==> src/rtl/seven_seg_capture.sv <==
// Receive side of the hex seven-segment display encoding: decodes two digit
// glyphs presented one per SegValid strobe and reassembles the original byte.
module seven_seg_capture #(
  parameter int TIMEOUT = 255
) (
  input  logic       clk,
  input  logic       rst,
  input  logic [7:0] seg_in,
  input  logic       seg_valid,
  input  logic       dig_sel,
  output logic [7:0] value,
  output logic       value_valid,
  output logic [1:0] dp_out,
  output logic       pattern_err,
  output logic       seq_err,
  output logic       busy
);

  localparam int CW = $clog2(TIMEOUT + 1);

  typedef enum logic {
    IDLE,
    GOT_HI
  } state_t;

  state_t        state;
  logic [CW-1:0] cnt;
  logic [3:0]    hi;
  logic          dp_hi;
  logic          legal;
  logic [3:0]    nib;

  // NOTE: every combinational output gets a default first so no latch is inferred.
  always_comb begin
    legal = 1'b1;
    nib   = 4'h0;
    case (seg_in[6:0])
      7'h3F: nib = 4'h0;
      7'h06: nib = 4'h1;
      7'h5B: nib = 4'h2;
      7'h4F: nib = 4'h3;
      7'h66: nib = 4'h4;
      7'h6D: nib = 4'h5;
      7'h7D: nib = 4'h6;
      7'h07: nib = 4'h7;
      7'h7F: nib = 4'h8;
      7'h6F: nib = 4'h9;
      7'h77: nib = 4'hA;
      7'h7C: nib = 4'hB;
      7'h39: nib = 4'hC;
      7'h5E: nib = 4'hD;
      7'h79: nib = 4'hE;
      7'h71: nib = 4'hF;
      default: legal = 1'b0;
    endcase
  end

  // NOTE: sequential state uses non-blocking assignments only, so every
  // register sees the pre-edge values of the others.
  always_ff @(posedge clk) begin
    if (rst) begin
      state       <= IDLE;
      cnt         <= '0;
      hi          <= 4'h0;
      dp_hi       <= 1'b0;
      value       <= 8'h00;
      dp_out      <= 2'b00;
      value_valid <= 1'b0;
      pattern_err <= 1'b0;
      seq_err     <= 1'b0;
    end else begin
      value_valid <= 1'b0;
      pattern_err <= 1'b0;
      seq_err     <= 1'b0;
      case (state)
        IDLE: begin
          if (seg_valid) begin
            if (!legal) begin
              pattern_err <= 1'b1;
            end else if (!dig_sel) begin
              hi    <= nib;
              dp_hi <= seg_in[7];
              cnt   <= '0;
              state <= GOT_HI;
            end else begin
              seq_err <= 1'b1;
            end
          end
        end
        GOT_HI: begin
          if (seg_valid) begin
            cnt <= '0;
            if (!legal) begin
              pattern_err <= 1'b1;
              state       <= IDLE;
            end else if (dig_sel) begin
              value       <= {hi, nib};
              dp_out      <= {dp_hi, seg_in[7]};
              value_valid <= 1'b1;
              state       <= IDLE;
            end else begin
              seq_err <= 1'b1;
              hi      <= nib;
              dp_hi   <= seg_in[7];
            end
          end else if (cnt == CW'(TIMEOUT - 1)) begin
            // This idle edge is the one on which the count would reach TIMEOUT.
            seq_err <= 1'b1;
            cnt     <= '0;
            state   <= IDLE;
          end else begin
            cnt <= cnt + CW'(1);
          end
        end
        default: state <= IDLE;
      endcase
    end
  end

  assign busy = (state == GOT_HI);

endmodule

==> config.mk <==
export PLATFORM = sky130hd
export DESIGN_NAME = seven_seg_capture
export DESIGN_NICKNAME = d
export VERILOG_FILES = /design/src/rtl/seven_seg_capture.sv
export SDC_FILE = /design/constraint.sdc
export NUM_CORES = 1
export LEC_CHECK = 0
export BUFFER_PORTS_ARGS = -buffer_cell sky130_fd_sc_hd__buf_2
export CORE_ASPECT_RATIO = 0.5
export CORE_MARGIN = 2
export CORE_UTILIZATION = 40
export CTS_CLUSTER_SIZE = 20
export DETAILED_ROUTE_END_ITERATION = 12
export GPL_ROUTABILITY_DRIVEN = 0
export GPL_TIMING_DRIVEN = 0
export MAX_ROUTING_LAYER = met4
export PLACE_DENSITY = 0.7
export SLEW_MARGIN = 15
export SYNTH_ARGS = -nofsm -noshare
export SYNTH_HDL_FRONTEND = slang
export SYNTH_SLANG_ARGS = --single-unit
==> constraint.sdc <==
create_clock -name clk -period 2.16 [get_ports clk]
set_input_delay 0.216 -clock clk [delete_from_list [all_inputs] [get_ports clk]]
set_output_delay 0.216 -clock clk [all_outputs]
set_load 0.02 [all_outputs]
==> impl_results.md <==
- CTS buffer count: 3
- Synthesized net count: 209
- Area contributors post-synth: dfxtp_1 (32%), mux2i_1 (7.0%), nand2_1 (4.8%), nand3_1 (3.2%), buf_6 (2.6%)
- Tcrit/Tclk final: 86.0%
- Post-synthesis cell type count: 65
- Tot Pwr: 0.918 mW
- Vias/cell: 5.61
- Logic pwr share: 13.9%
- Most common cell after layout, fill and taps aside: dfxtp_1
- WL final: 3880 um
- Die height: 50.3 um
- DRC: 0
- Crit. End Element: register
- Post-synth EDFFs: 0
- Sequential fraction of the synthesis area: 31.5%
- Total negative slack: 0 ns
- Cell Area, Synth: 1720 um^2
- CTS clk-pin slew, worst paths: 0.09 ns
- Status: completed
- Max Transition Viols Final: 0
- R2R Path Start: cnt[4]$_SDFFE_PP0P_
- CTS Buffer Depth: 2
- Yosys warns: 0
- H-Tree Level Count: 1
- Post-synth top area cell: dfxtp_1
- CP Class: reg -> reg
- Starting DRT DRC Count: 90
- CTS Root Buffer Type: clkbuf_8
- Ratio of cells with drive above 1 in the final layout: 23.3%
- Num ports: 26
- Max cap viols: 0
- Largest net degree at the start of global routing: 15
- Worst path max stage delay: 0.51 ns
- Required time of the critical path: 2.31 ns
- Antenna fix cells: 0
- CP Max Fanout: 7
- Post_cts resized: 0
- Clk Latency, worst-skew pair: 0.28 ns
- CP max stage cell: o21bai_1
- Final layout net count: 238
- Slew headroom: 62.9%
- IO buf count: 24
- Via count: 1554
- First drt pass iteration count: 4
- Drt wl/cell: 14.0 um
- Hold_buf cts: 0
- Layout area overhead: 13.6%
- Type of the worst min-delay path: in -> reg
- Core Footprint: 4000 um^2
- Most frequent cells in the layout: dfxtp_1 (27), buf_2 (25), nand2_1 (22)
- RSZ-0062 raised after global routing: no
- Site row count: 16
- Antenna violations before repair: 0
- Die Width: 96.6 um
- Min cycle time layout: 1.86 ns
- Sink count of the clock tree: 27
- Post-synth top area share: 31.5%
- Power Density: 471 nW/um^2
- Clock skew: 0.00820 ns
- Syn Area/Cell: 8.80 um^2
- Highest clock rate: 538 MHz
- Gr usage total: 17.1%
- Number of global-route vias before repair: 1486
- Finished Layout Cells: 277
- Synth Register Bits: 27
- DP Wirelength: 2890 um
- Antenna Violating Nets Remaining: 0
- CTS tree: done
- Main flop type after synthesis: dfxtp_1
- Worst Tran Pin Value: 0.557 ns
- First-pass GRT wire length: 6710 um
- Die ar.: 4860 um^2
- Post-Syn Instances: 195
- Critical-path cell list: nand4_1, o21bai_1, inv_1, a21oi_1, a211oi_2
- Clock power frac: 31.4%
- R2R setup slack: 0.30 ns
- Post-CTS Setup Bufs: 0
- Count of final hold-check violations: 0
- Setup-failing EPs final: 0
- Seq pwr share: 54.7%
- Psw: 0.234 mW
- Switching share of power: 25.5%
- Static leakage: 0.781 nW
- Grt ovf: 0
- Placed cell count: 273
- Setup crit start kind: register
- Starting Density: 42.8%
- Critical path arrival: 2.01 ns
- Peak VDD IR: 219 uV
- Internal: 0.684 mW
- Fraction of registers with async set/reset: 0%
- Hold path start: seg_in[7]
- Worst setup path start: cnt[4]$_SDFFE_PP0P_
==> path summary, 6_finish.rpt <==
check                           cells after the start                     end
worst max-delay path                                5     cnt[5]$_SDFFE_PP0P_
worst min-delay path                                3  dp_out[0]$_SDFFE_PP0P_
worst max register to register                      5     cnt[5]$_SDFFE_PP0P_
worst min register to register                      2  dp_out[1]$_SDFFE_PP0P_
==> Yosys cell counts, types with 2 or more instances <==
library cell	count
a31oi_1	2
a31o_1	2
nor2b_1	2
o21bai_1	2
clkbuf_1	5
nor3_1	6
nand2b_1	3
nor3b_1	4
or2b_1	2
o31ai_1	2
a21oi_1	7
and3_1	3
a311oi_1	2
dfxtp_1	27
a211oi_2	2
buf_6	4
nand2_1	22
nor4_1	2
mux2i_1	12
or3b_2	2
buf_4	3
nand3_1	11
o21a_1	2
and2b_1	2
inv_1	5
nand3b_1	3
ha_1	2
o21ai_0	8
or3b_1	2
nor2_1	9
==> power by group through the flow <==
stage | registers [mW] | logic, mW | clock network (mW)
floorplan | 0.516 | 0.0852 | 0
global route | 0.503 | 0.140 | 0.323
CTS | 0.502 | 0.126 | 0.292
finish | 0.502 | 0.127 | 0.289
global placement | 0.513 | 0.124 | 0
detailed placement | 0.514 | 0.126 | 0
==> layer usage <==
| metal | GRT usage [%] | vias to the layer above | wire length (um) |
|---|---|---|---|
| met4 | 4.69 | 0 | 40 |
| met1 | 20.6 | 726 | 1830 |
| met3 | 3.06 | 4 | 155 |
| met2 | 30.0 | 42 | 1860 |
| met5 | - | - | 0 |
| li1 | - | 782 | - |
==> worst max-delay path, delay by kind of cell, from the launching register on <==
kind | cells | cell delay [ns]
simple gates | 1 | 0.28
flops | 1 | 0.46
buf+inv | 1 | 0.19
compound gates | 3 | 0.80
==> kinds of logic (layout without fill, tap and decap cells) <==
family	Yosys count	after routing	share of synthesized area, %
AOI/OAI and AO/OA	46	46	21.3
DFF	27	27	31.5
muxes	13	13	7.88
xor gates and xnor gates	2	2	1.02
adders and majority gates	2	2	1.46
buffers and inverters	19	47	7.22
and+or+nand+nor	86	86	29.6
==> cell type report <==
| type | count | area [um^2] |
|---|---|---|
| Fill cell | 389 | 2060 |
| Multi-Input combinational cell | 149 | 1050 |
| Sequential cell | 27 | 541 |
| Timing Repair Buffer | 24 | 120 |
| Buffer | 14 | 105 |
| Tap cell | 54 | 67.6 |
| Clock buffer | 4 | 45.0 |
| Inverter | 5 | 18.8 |
==> registers in the layout (all words and copies together) (netlist names), 2 cells and up <==
register	count
cnt	8
dp_out	2
hi	4
value	8
==> metrics by stage <==
| step | util, % | hold slack, ns | setup WS, ns | cell area, um^2 |
|---|---|---|---|---|
| global route | 48.7 | 0.206 | 0.0942 | 1950 |
| detailed placement | 47.5 | 0.456 | 0.0968 | 1900 |
| floorplan | - | 0.369 | 0.344 | 1720 |
| finish | 48.7 | 0.197 | 0.302 | 1950 |
| CTS | 48.7 | 0.203 | 0.338 | 1950 |
| global placement | 47.5 | 0.442 | 0.129 | 1900 |
Note: power is estimated with default switching activity, not from simulation.
